[src/rtl/amx_cmd_scheduler_if.sv]
// Requester, hold and core-side signals of the command scheduler.
interface amx_cmd_scheduler_if #(
   parameter int unsigned CW = 5
);
   logic          req0_valid;
   logic [CW-1:0] req0_data;
   logic          req0_ready;
   logic          req1_valid;
   logic [CW-1:0] req1_data;
   logic          req1_ready;
   logic          hold;
   logic [CW-1:0] core_cmd;
   logic          core_cmd_valid;
   logic          core_cmd_src;
   logic          busy;
   logic [7:0]    issue_count;

   // Requester/controller side
   modport master (
      output req0_valid, req0_data, req1_valid, req1_data, hold,
      input  req0_ready, req1_ready, core_cmd, core_cmd_valid, core_cmd_src,
             busy, issue_count
   );

   // Scheduler side
   modport slave (
      input  req0_valid, req0_data, req1_valid, req1_data, hold,
      output req0_ready, req1_ready, core_cmd, core_cmd_valid, core_cmd_src,
             busy, issue_count
   );
endinterface

[src/rtl/amx_cmd_scheduler.sv]
// Two-requester round-robin command scheduler for amx_core1, with a
// programmable NOP gap after long-latency opcodes (top two bits = 2'b11).
module amx_cmd_scheduler #(
   parameter int unsigned DEPTH     = 4,
   parameter int unsigned LONG_WAIT = 3,
   parameter int unsigned CW        = 5
) (
   input logic                 clk,
   input logic                 rst_n,
   amx_cmd_scheduler_if.slave  bus
);

   localparam int unsigned AW = $clog2(DEPTH);
   localparam int unsigned PW = AW + 1;
   localparam int unsigned WW = 4;

   logic [CW-1:0] mem     [2][DEPTH];
   logic [PW-1:0] wr_ptr  [2];
   logic [PW-1:0] rd_ptr  [2];
   logic [CW-1:0] in_data [2];
   logic [CW-1:0] head    [2];
   logic [1:0]    in_valid;
   logic [1:0]    empty;
   logic [1:0]    full;
   logic [1:0]    push;
   logic [1:0]    pop;

   logic          issue;
   logic          grant;
   logic [CW-1:0] grant_cmd;
   logic          long_op;
   logic          rr_last;
   logic [WW-1:0] wait_cnt;

   logic [CW-1:0] cmd_q;
   logic          vld_q;
   logic          src_q;
   logic [7:0]    cnt_q;

   // FIFO status, push qualification and head read (extra pointer bit tells full from empty)
   always_comb begin
      in_valid   = {bus.req1_valid, bus.req0_valid};
      in_data    = '{default: '0};
      head       = '{default: '0};
      empty      = '0;
      full       = '0;
      push       = '0;
      in_data[0] = bus.req0_data;
      in_data[1] = bus.req1_data;
      for (int i = 0; i < 2; i++) begin
         empty[i] = (wr_ptr[i] == rd_ptr[i]);
         full[i]  = (wr_ptr[i][AW] != rd_ptr[i][AW]) &&
                    (wr_ptr[i][AW-1:0] == rd_ptr[i][AW-1:0]);
         push[i]  = in_valid[i] & ~full[i];
         head[i]  = mem[i][rd_ptr[i][AW-1:0]];
      end
   end

   // Eligibility and round-robin grant; rr_last names the last requester served
   always_comb begin
      issue     = 1'b0;
      grant     = 1'b0;
      pop       = '0;
      grant_cmd = '0;
      long_op   = 1'b0;
      issue     = ~bus.hold && (wait_cnt == '0) && ~&empty;
      grant     = (~empty[0] && ~empty[1]) ? ~rr_last : empty[0];
      grant_cmd = head[grant];
      long_op   = (grant_cmd[CW-1 -: 2] == 2'b11);
      if (issue) begin
         pop = grant ? 2'b10 : 2'b01;
      end
   end

   // FIFO storage; contents need no reset because pointers gate every read
   always_ff @(posedge clk) begin
      for (int i = 0; i < 2; i++) begin
         if (push[i]) begin
            mem[i][wr_ptr[i][AW-1:0]] <= in_data[i];
         end
      end
   end

   // FIFO pointers
   always_ff @(posedge clk or negedge rst_n) begin
      if (!rst_n) begin
         for (int i = 0; i < 2; i++) begin
            wr_ptr[i] <= '0;
            rd_ptr[i] <= '0;
         end
      end else begin
         for (int i = 0; i < 2; i++) begin
            if (push[i]) wr_ptr[i] <= wr_ptr[i] + PW'(1);
            if (pop[i])  rd_ptr[i] <= rd_ptr[i] + PW'(1);
         end
      end
   end

   // Core-side output register, issue counter, arbitration history and NOP-gap counter
   always_ff @(posedge clk or negedge rst_n) begin
      if (!rst_n) begin
         cmd_q    <= '0;
         vld_q    <= 1'b0;
         src_q    <= 1'b0;
         cnt_q    <= '0;
         rr_last  <= 1'b1;
         wait_cnt <= '0;
      end else begin
         if (issue) begin
            cmd_q   <= grant_cmd;
            vld_q   <= 1'b1;
            src_q   <= grant;
            cnt_q   <= cnt_q + 8'd1;
            rr_last <= grant;
         end else begin
            cmd_q   <= '0;
            vld_q   <= 1'b0;
         end
         if (issue && long_op) begin
            wait_cnt <= WW'(LONG_WAIT);
         end else if (wait_cnt != '0) begin
            wait_cnt <= wait_cnt - WW'(1);
         end
      end
   end

   assign bus.req0_ready     = ~full[0];
   assign bus.req1_ready     = ~full[1];
   assign bus.busy           = ~&empty | (wait_cnt != '0);
   assign bus.core_cmd       = cmd_q;
   assign bus.core_cmd_valid = vld_q;
   assign bus.core_cmd_src   = src_q;
   assign bus.issue_count    = cnt_q;

endmodule

[src/flat_wrapper.sv]
// flat-port wrapper written by rule: the top's interface ports become plain ports
module amx_cmd_scheduler_flat 
#(
   parameter int unsigned DEPTH     = 4,
   parameter int unsigned LONG_WAIT = 3,
   parameter int unsigned CW        = 5
)
  (clk, rst_n, bus_req0_valid, bus_req0_data, bus_req1_valid, bus_req1_data, bus_hold, bus_req0_ready, bus_req1_ready, bus_core_cmd, bus_core_cmd_valid, bus_core_cmd_src, bus_busy, bus_issue_count);
  amx_cmd_scheduler_if #(.CW(CW)) bus_i ();
  input logic clk;
  input logic rst_n;
  input wire logic [$bits(bus_i.req0_valid)-1:0] bus_req0_valid;
  input wire logic [$bits(bus_i.req0_data)-1:0] bus_req0_data;
  input wire logic [$bits(bus_i.req1_valid)-1:0] bus_req1_valid;
  input wire logic [$bits(bus_i.req1_data)-1:0] bus_req1_data;
  input wire logic [$bits(bus_i.hold)-1:0] bus_hold;
  output wire logic [$bits(bus_i.req0_ready)-1:0] bus_req0_ready;
  output wire logic [$bits(bus_i.req1_ready)-1:0] bus_req1_ready;
  output wire logic [$bits(bus_i.core_cmd)-1:0] bus_core_cmd;
  output wire logic [$bits(bus_i.core_cmd_valid)-1:0] bus_core_cmd_valid;
  output wire logic [$bits(bus_i.core_cmd_src)-1:0] bus_core_cmd_src;
  output wire logic [$bits(bus_i.busy)-1:0] bus_busy;
  output wire logic [$bits(bus_i.issue_count)-1:0] bus_issue_count;
  assign bus_i.req0_valid = bus_req0_valid;
  assign bus_i.req0_data = bus_req0_data;
  assign bus_i.req1_valid = bus_req1_valid;
  assign bus_i.req1_data = bus_req1_data;
  assign bus_i.hold = bus_hold;
  assign bus_req0_ready = bus_i.req0_ready;
  assign bus_req1_ready = bus_i.req1_ready;
  assign bus_core_cmd = bus_i.core_cmd;
  assign bus_core_cmd_valid = bus_i.core_cmd_valid;
  assign bus_core_cmd_src = bus_i.core_cmd_src;
  assign bus_busy = bus_i.busy;
  assign bus_issue_count = bus_i.issue_count;
  amx_cmd_scheduler #(.DEPTH(DEPTH), .LONG_WAIT(LONG_WAIT), .CW(CW)) u_core (.clk(clk), .rst_n(rst_n), .bus(bus_i));
endmodule
[config.mk]
export PLATFORM = sky130hd
export DESIGN_NAME = amx_cmd_scheduler_flat
export DESIGN_NICKNAME = d
export VERILOG_FILES = /design/src/rtl/amx_cmd_scheduler_if.sv /design/src/rtl/amx_cmd_scheduler.sv /design/src/flat_wrapper.sv
export SDC_FILE = /design/constraint.sdc
export NUM_CORES = 1
export LEC_CHECK = 0
export CORE_MARGIN = 1
export CORE_UTILIZATION = 56
export DETAILED_ROUTE_END_ITERATION = 12
export HOLD_SLACK_MARGIN = 0.03
export PLACE_DENSITY = 0.83
export SYNTH_ARGS = -nofsm -noshare
export SYNTH_HDL_FRONTEND = slang
export SYNTH_SLANG_ARGS = --single-unit
[constraint.sdc]
create_clock -name clk -period 2.07 [get_ports clk]
set_input_delay 0.207 -clock clk [delete_from_list [all_inputs] [get_ports clk]]
set_output_delay 0.207 -clock clk [all_outputs]
set_load 0.01 [all_outputs]
==> summary by stage, run 1 <==
Run status
The run finished with clean final reports.

Critical path
The worst register-to-register path has a depth of 5. The data arrival time of the worst path is 1.81 ns. The startpoint of the most critical register-to-register path is u_core.rd_ptr[0]$_DFFE_PN0P_. The destination of the worst register-to-register timing path is u_core.wait_cnt[1]$_DFFE_PN0P_. The worst setup path is captured at an output port.

The internal reg-to-reg setup slack is 0.14 ns. STA puts the critical path data required time at 1.86 ns. The worst setup path is launched from a register. In this run the worst path has a maximum fanout of 6.

The type of the worst setup path is reg2out.

CTS
The total clock buffers created by CTS is 9. The TritonCTS clock tree is done. Buffers inserted to repair hold after CTS numbered 0. The later-pin clock latency in the skew report is 0.34 ns. The clock passes through at most 2 buffers. The tree is rooted in a clkbuf_8. The clock transition at the register clock pins on the worst setup and hold paths after CTS is 0.07 ns. For this design, the sink count on the clock tree is 72. The H-tree was split into 3 levels.

Cells and area
For this run, the post-layout net count is 278. In the final layout, the share of cells above drive strength 1 is 0.208. Relative to the synthesized area, the layout overhead comes to 22.4%. After routing the design area is 0.00385 mm2.

The repair_antennas step left the layout with diodes totalling 0. Excluding fillers, the count of instances in the completed layout stands at 325.

Synthesis
In this run, distinct cell masters in the synthesized netlist total 41. For this run, the register share of the synthesized area comes to 0.637. The combined area of all synthesized cells is 0.00314 mm2.

Counting every net in the synthesized netlist gives 231. In the synthesized netlist the dominant register cell turns out to be edfxtp_1. The mean post-synth cell area is 15.5 um2. The library cell occupying the most area in the post-synthesis netlist is edfxtp_1. By area the synthesized netlist is led by edfxtp_1 38%, dfrtp_1 25%, ha_1 5.2%. Of all flip-flops after synthesis, the portion carrying an async set or reset was 0.444. The number of warnings issued by yosys is 0. The share of synthesized area in the top cell type comes to 0.382. Synthesis inferred 72 register bits. The synthesized design contains 40 enable-type register cells.

Synthesis handed over a netlist of 203 instances.

STA
The measured slew at the worst slew-check pin is 0.400 ns. Static timing analysis puts the maximum clock frequency at 495 MHz. The worst slew slack as a fraction of its limit is 0.731. Setup repair after global routing left no endpoint under its margin. The minimum period implied by the final worst setup slack is 2.02 ns. After routing, the total negative slack on setup checks comes to 0 ns.

The number of max-slew violations in the final report came to 0. Setup violations remaining at the end of the flow were counted as 0. The final critical-path share of the clock period is 0.976.

The final setup skew is 0.00410 ns. The count of final hold-check violations came to 0.

Die
In this run the count of I/O pins placed on the die edge is 33. The core region is 0.00527 mm2. From bottom edge to top edge, the die measures 76.9 um. The floorplan has 26 rows. From left edge to right edge, the die measures 76.9 um.

The die area is 0.00592 mm2. The initial utilization of the core area, before any placement, comes to 0.596.

Routing
The detailed router's first-iteration violation count is 145. The sum of routed wire length over all layers is 5.44 mm. The detailed-route DRC error count is 0.

The routed layout has 1,792 vias. Dividing the detail-routed wire length by the instance count gives 16.8 um. For this run, the detailed router's first-pass iteration total came to 5. After detailed routing, the number of vias per cell comes to 5.51. Once detail routing completed, the nets flagged for antenna violations numbered 0.

Pwr
In this run the power density over the cells is 1410 mW/mm2. The maximum resistive drop on vdd is 0.815 mV. The static leakage power is 1.57 nW.

Global routing
The global-route total usage across every layer is 0.218. The pin count of the biggest net entering global routing is 33. The number of global-route vias before repair is 1,846. The first global-routing pass estimated 9.33 mm of wire. For this run the aggregate overflow at the end of global routing stands at 0. The initial antenna violation count was 0.

Placement
The detailed placer's ending HPWL is 3.75 mm. Counting tap cells, the placed design contains a total of 305 instances. At the end of routability-driven placement, the weighted congestion stood at 0.841. Once placement finished, the instance area stood at 0.00354 mm2.

During placement, the flow inserted port buffers numbering 32.

Run
Max-cap violations in this run came to 0.

Worst hold path
The worst hold path belongs to the class in2async.
==> Yosys cell counts (2+ instances only) <==
cell type,count
a21oi_1,2
and2_1,2
and3_1,11
buf_6,3
dfrtp_1,31
edfxtp_1,40
ha_1,13
inv_1,10
mux2_2,2
mux4_1,5
mux4_2,5
nand2_1,12
nand3_1,7
nand4_1,3
nor2_1,4
nor3_1,4
o21ai_0,5
xnor2_1,14
xor2_1,8
==> through the flow <==
step	hold WS, ns	setup slack, ns	total power, mW	util
floorplan	-0.0886	0.293	3.57	-
global placement	0.470	0.167	4.08	0.672
detailed placement	0.480	0.167	4.14	0.672
CTS	0.270	0.00309	5.37	0.722
global route	0.283	0.00110	5.76	0.730
finish	0.256	0.0503	5.43	0.730
==> layer usage <==
metal	part of all wire	wire [um]	vias to the layer above	global-route usage
li1	-	-	842	-
met1	0.42	2310	890	0.267
met2	0.51	2790	49	0.361
met3	0.042	227	11	0.0560
met4	0.022	121	0	0.104
met5	0	0	-	0
==> cells in the final DEF (no fill, tap or decap), types with 7 or more instances in the layout <==
cell	count
edfxtp_1	40
clkdlybuf4s50_1	30
dfrtp_1	26
ha_1	13
nand2_1	12
xnor2_1	11
inv_1	10
and3_1	10
clkbuf_8	9
buf_4	9
nand3_1	7
==> worst max path at each step <==
| stage | start | slack, ns | endpoint |
|---|---|---|---|
| finish | u_core.rd_ptr[5]$_DFFE_PN0P_ | 0.05 | bus_req0_ready |
| global route | u_core.rd_ptr[5]$_DFFE_PN0P_ | 0.001 | bus_req0_ready |
| CTS | u_core.rd_ptr[3]$_DFFE_PN0P_ | 0.003 | bus_busy |
| detailed placement | u_core.rd_ptr[0]$_DFFE_PN0P_ | 0.17 | u_core.wait_cnt[1]$_DFFE_PN0P_ |
| global placement | u_core.rd_ptr[0]$_DFFE_PN0P_ | 0.17 | u_core.wait_cnt[1]$_DFFE_PN0P_ |
| floorplan | u_core.wait_cnt[0]$_DFFE_PN0P_ | 0.29 | u_core.bus.issue_count[4]$_DFFE_PN0P_ |
==> cells by family (layout without fill, tap and decap cells) <==
family / count (synthesis) / after routing / share of synthesized area
flops: 72 / 72 / 0.637
simple gates: 51 / 51 / 0.0896
xor+xnor: 23 / 23 / 0.0665
buf+inv: 16 / 68 / 0.0279
compound gates: 15 / 15 / 0.0374
fa+ha+maj: 13 / 13 / 0.0518
mux: 13 / 13 / 0.0896
==> final cells by class <==
type / instances / area, um2
Clock buffer: 9 / 124
Inverter: 11 / 41.3
Sequential cell: 72 / 2010
Clock inverter: 7 / 62.6
Fill cell: 344 / 1420
Tap cell: 70 / 87.6
Multi-Input combinational cell: 115 / 1130
Timing Repair Buffer: 41 / 393
==> report_power, final <==
part           switching [mW]  internal (mW)
registers               0.310           1.96
logic                    1.06           1.05
clock network           0.508          0.543
total                    1.87           3.56
==> flip-flops by register name, indices dropped and copies added, names as in the netlist, 4 cells and up <==
signal / count
u_core.bus.issue_count: 8
u_core.wait_cnt: 4
u_core.rd_ptr: 6
u_core.mem: 40
u_core.bus.core_cmd: 5
u_core.wr_ptr: 6
==> worst max-delay path: stages, from the launching register on <==
cell and delay [ns]:
dfrtp_1 0.42, xnor2_2 0.23, nand3b_1 0.24, clkdlybuf4s50_1 0.58
==> repair_timing <==
action | CTS | global route
hold endpoints to repair | 0 | 0
setup buffers | 3 | 1
gates resized for setup | 12 | 6
setup endpoints to repair | 3 | 3
gates cloned | 0 | 0
pin swaps | 2 | 1
Power figures use the tool's default switching activity.
==> inputs of run 2 (changes only) <==
- SETUP_SLACK_MARGIN: unset -> 0.3
==> summary by stage, run 2 (synthesis gave the netlist of run 1 again) <==
Run status
The flow ran to the end, and the final reports show no timing, DRC or antenna violations.

Placement
The worst setup slack before clock tree synthesis was 0.218 ns (+0.0512 ns). The count of input and output buffers came to 32 (unchanged). The global placer's final weighted congestion is 0.751 (-11%). The detailed placer's ending HPWL was 3.76 mm (+0.27%).

The instance count after placement with tap cells included is 306 (+0.33%).

CTS
The TritonCTS clock tree is done. The buffer depth of the longest clock path is 2 (unchanged). The total clock buffers created by CTS came to 9 (unchanged). The later-pin clock latency in the skew report was 0.35 ns (about the same). The buffer cell driving the clock tree root is clkbuf_8.

The number of H-tree levels was 3 (unchanged). The clock transition at the register clock pins on the worst setup and hold paths after CTS is 0.08 ns (about the same). The count of clock tree sinks was 72 (unchanged). The count of hold buffers inserted by post-cts repair is 0 (unchanged).

Routing
The average wire per cell in the routed design is 18.1 um (+7.9%). The iteration count of the initial detailed-routing pass came to 4 (-1). The residual antenna-violating net count after detailed routing is 0 (unchanged).

The detailed router's first-iteration violation count is 176 (+21%). The sum of routed wire length over all layers is 6.24 mm (+15%). The overall via count from detail_route was 1,901 (+6.1%). The detailed-route DRC error count is 0 (unchanged).

The via density per instance came to 5.51 (about the same).

Global routing
The met1 track utilization from global routing was 0.285 (+0.0179). The total grt overflow is 0 (unchanged). The initial antenna violation count is 0 (unchanged). The met2 global-route usage was 0.362 (+0.000893). The global-route total usage across every layer is 0.225 (+0.00671). The number of global-route vias before repair came to 1,941 (+5.1%).

The met3 track demand over resource was 0.0619 (+0.00595). After global routing, the most crowded layer is met2. The pin count of the biggest net entering global routing is 33 (unchanged).

The global-route wire length before repair is 9.72 mm (+4.1%).

Critical path
The data arrival time of the worst path was 2.06 ns (+0.25 ns). The required time of the critical path came to 2.30 ns (+0.44 ns). The worst-path maximum fanout is 4 (-2). The type of the worst setup path is reg2reg. The startpoint of the most critical register-to-register path is u_core.rd_ptr[1]$_DFFE_PN0P_. The worst setup path is captured at a register.

The internal reg-to-reg setup slack is 0.23 ns (+0.09 ns). The destination of the worst register-to-register timing path is u_core.rd_ptr[4]$_DFFE_PN0P_. The logic depth of the worst register-to-register path is 6 (+1). The worst setup path is launched from a register.

STA
The minimum period implied by the final worst setup slack is 1.84 ns (-0.183 ns). The count of final hold-check violations is 0 (unchanged). The worst setup margin is 0.234 ns (+0.183 ns).

The final setup skew is 0.0129 ns (+0.00883 ns). The final critical-path share of the clock period is 0.887 (-0.0886). Setup repair after global routing could not meet its margin everywhere. The number of max-slew violations in the final report is 0 (unchanged). The maximum frequency from static timing analysis is 545 MHz (+10%).

The number of setup violations in the final report is 0 (unchanged). The worst slew slack as a fraction of its limit is 0.723 (-0.00843). The measured slew at the worst slew-check pin came to 0.416 ns (+0.0161 ns). The setup TNS came to 0 ns (unchanged).

Die
The core box area is 0.00527 mm2 (unchanged). The total I/O pin count is 33 (unchanged). The die area is 0.00592 mm2 (unchanged). The effective utilization at floorplan was 0.596 (unchanged). The die boundary width is 76.9 um (unchanged). The row count came to 26 (unchanged). The die outline height is 76.9 um (unchanged).

Cells and area
The layout overhead on the synthesized area is 30.3%. Leaving out fill and tap cells, the most frequent cells in the layout are 40 x edfxtp_1, 29 x clkdlybuf4s50_1, 24 x dfrtp_1, 23 x buf_4, 12 x ha_1. The count of placed standard cells in the final layout, fillers left out is 345 (+6.2%). The proportion of layout cells with a drive suffix above 1 is 0.320 (+0.112).

Leaving out fill and tap cells, the most frequent cell in the layout is edfxtp_1. The final layout net count came to 298 (+7.2%). The number of antenna diodes is 0 (unchanged). The flip-flop count of the largest register, all copies and words added is 40 (unchanged).

Pwr
The power per cell area is 1480 mW/mm2 (+5.1%). The static leakage power is 1.69 nW (+7.5%). The maximum resistive drop on vdd came to 0.742 mV (-9.0%).

Run
The number of max-cap violations is 0 (unchanged).

Worst hold path
The path class of the tightest hold or removal check is in2async.
-- run 2: cell count changes in the layout (fill, tap and decap cells not counted), sizes merged --
| cell | change |
|---|---|
| clkdlybuf4s15 | +1 |
| dlymetal6s2s | -2 |
| clkdlybuf4s50 | -1 |
| clkinv | -3 |
| bufinv | -1 |
| buf | +20 |
| clkbuf | +8 |
| clkinvlp | -2 |
-- run 2: how the worst max path moves through the flow --
stage / startpoint / endpoint / slack, ns / cells after the start
4_1_cts: u_core.rd_ptr[1]$_DFFE_PN0P_ / bus_busy / 0.15 / 5
6_report: u_core.rd_ptr[1]$_DFFE_PN0P_ / u_core.rd_ptr[4]$_DFFE_PN0P_ / 0.23 / 6
3_3_place_gp: u_core.rd_ptr[1]$_DFFE_PN0P_ / u_core.rd_ptr[4]$_DFFE_PN0P_ / 0.27 / 5
5_1_grt: u_core.wait_cnt[0]$_DFFE_PN0P_ / u_core.bus.issue_count[6]$_DFFE_PN0P_ / 0.16 / 9
3_5_place_dp: u_core.wr_ptr[4]$_DFFE_PN0P_ / bus_busy / 0.22 / 4
2_1_floorplan: u_core.rd_ptr[1]$_DFFE_PN0P_ / u_core.rd_ptr[4]$_DFFE_PN0P_ / 0.31 / 6
-- run 2: through the flow --
step / hold WS, ns / utilization / instance area (um2) / power, mW
2_1_floorplan: -0.0886 / - / 3150 / 3.59
3_3_place_gp: 0.460 / 0.675 / 3560 / 4.08
3_5_place_dp: 0.475 / 0.675 / 3560 / 4.16
4_1_cts: 0.265 / 0.751 / 3960 / 5.68
5_1_grt: 0.303 / 0.777 / 4100 / 6.42
6_report: 0.276 / 0.777 / 4100 / 6.08
-- run 2: final cells by class --
cell class	count	area, um2
Clock buffer	15	199
Inverter	11	41.3
Clock inverter	1	5.00
Fill cell	306	1170
Sequential cell	72	2010
Timing Repair Buffer	61	559
Tap cell	70	87.6
Multi-Input combinational cell	115	1190
-- run 2: power breakdown --
part	total (mW)	switching (mW)	internal (mW)
logic	2.68	1.29	1.38
registers	2.28	0.320	1.96
clock network	1.12	0.502	0.615
-- run 2: metal layers --
| metal | share of wire | vias up | wire [um] |
|---|---|---|---|
| li1 | - | 871 | - |
| met1 | 0.42 | 962 | 2590 |
| met2 | 0.53 | 59 | 3290 |
| met3 | 0.041 | 9 | 253 |
| met4 | 0.017 | 0 | 104 |
| met5 | 0 | - | 0 |
-- run 2: timing repair --
item	in CTS	in global routing
buffers inserted	16	7
pin swaps	8	8
hold endpoints to repair	0	0
resized for setup	22	26
setup endpoints to repair	12	25
-- run 2: critical path, cell delays in order, from the launching register on --
cell and delay [ns]:
dfrtp_2 0.42, xor2_2 0.19, buf_6 0.14, or3_4 0.40, a21oi_4 0.19, nand2_2 0.09
mux2_4 0.29
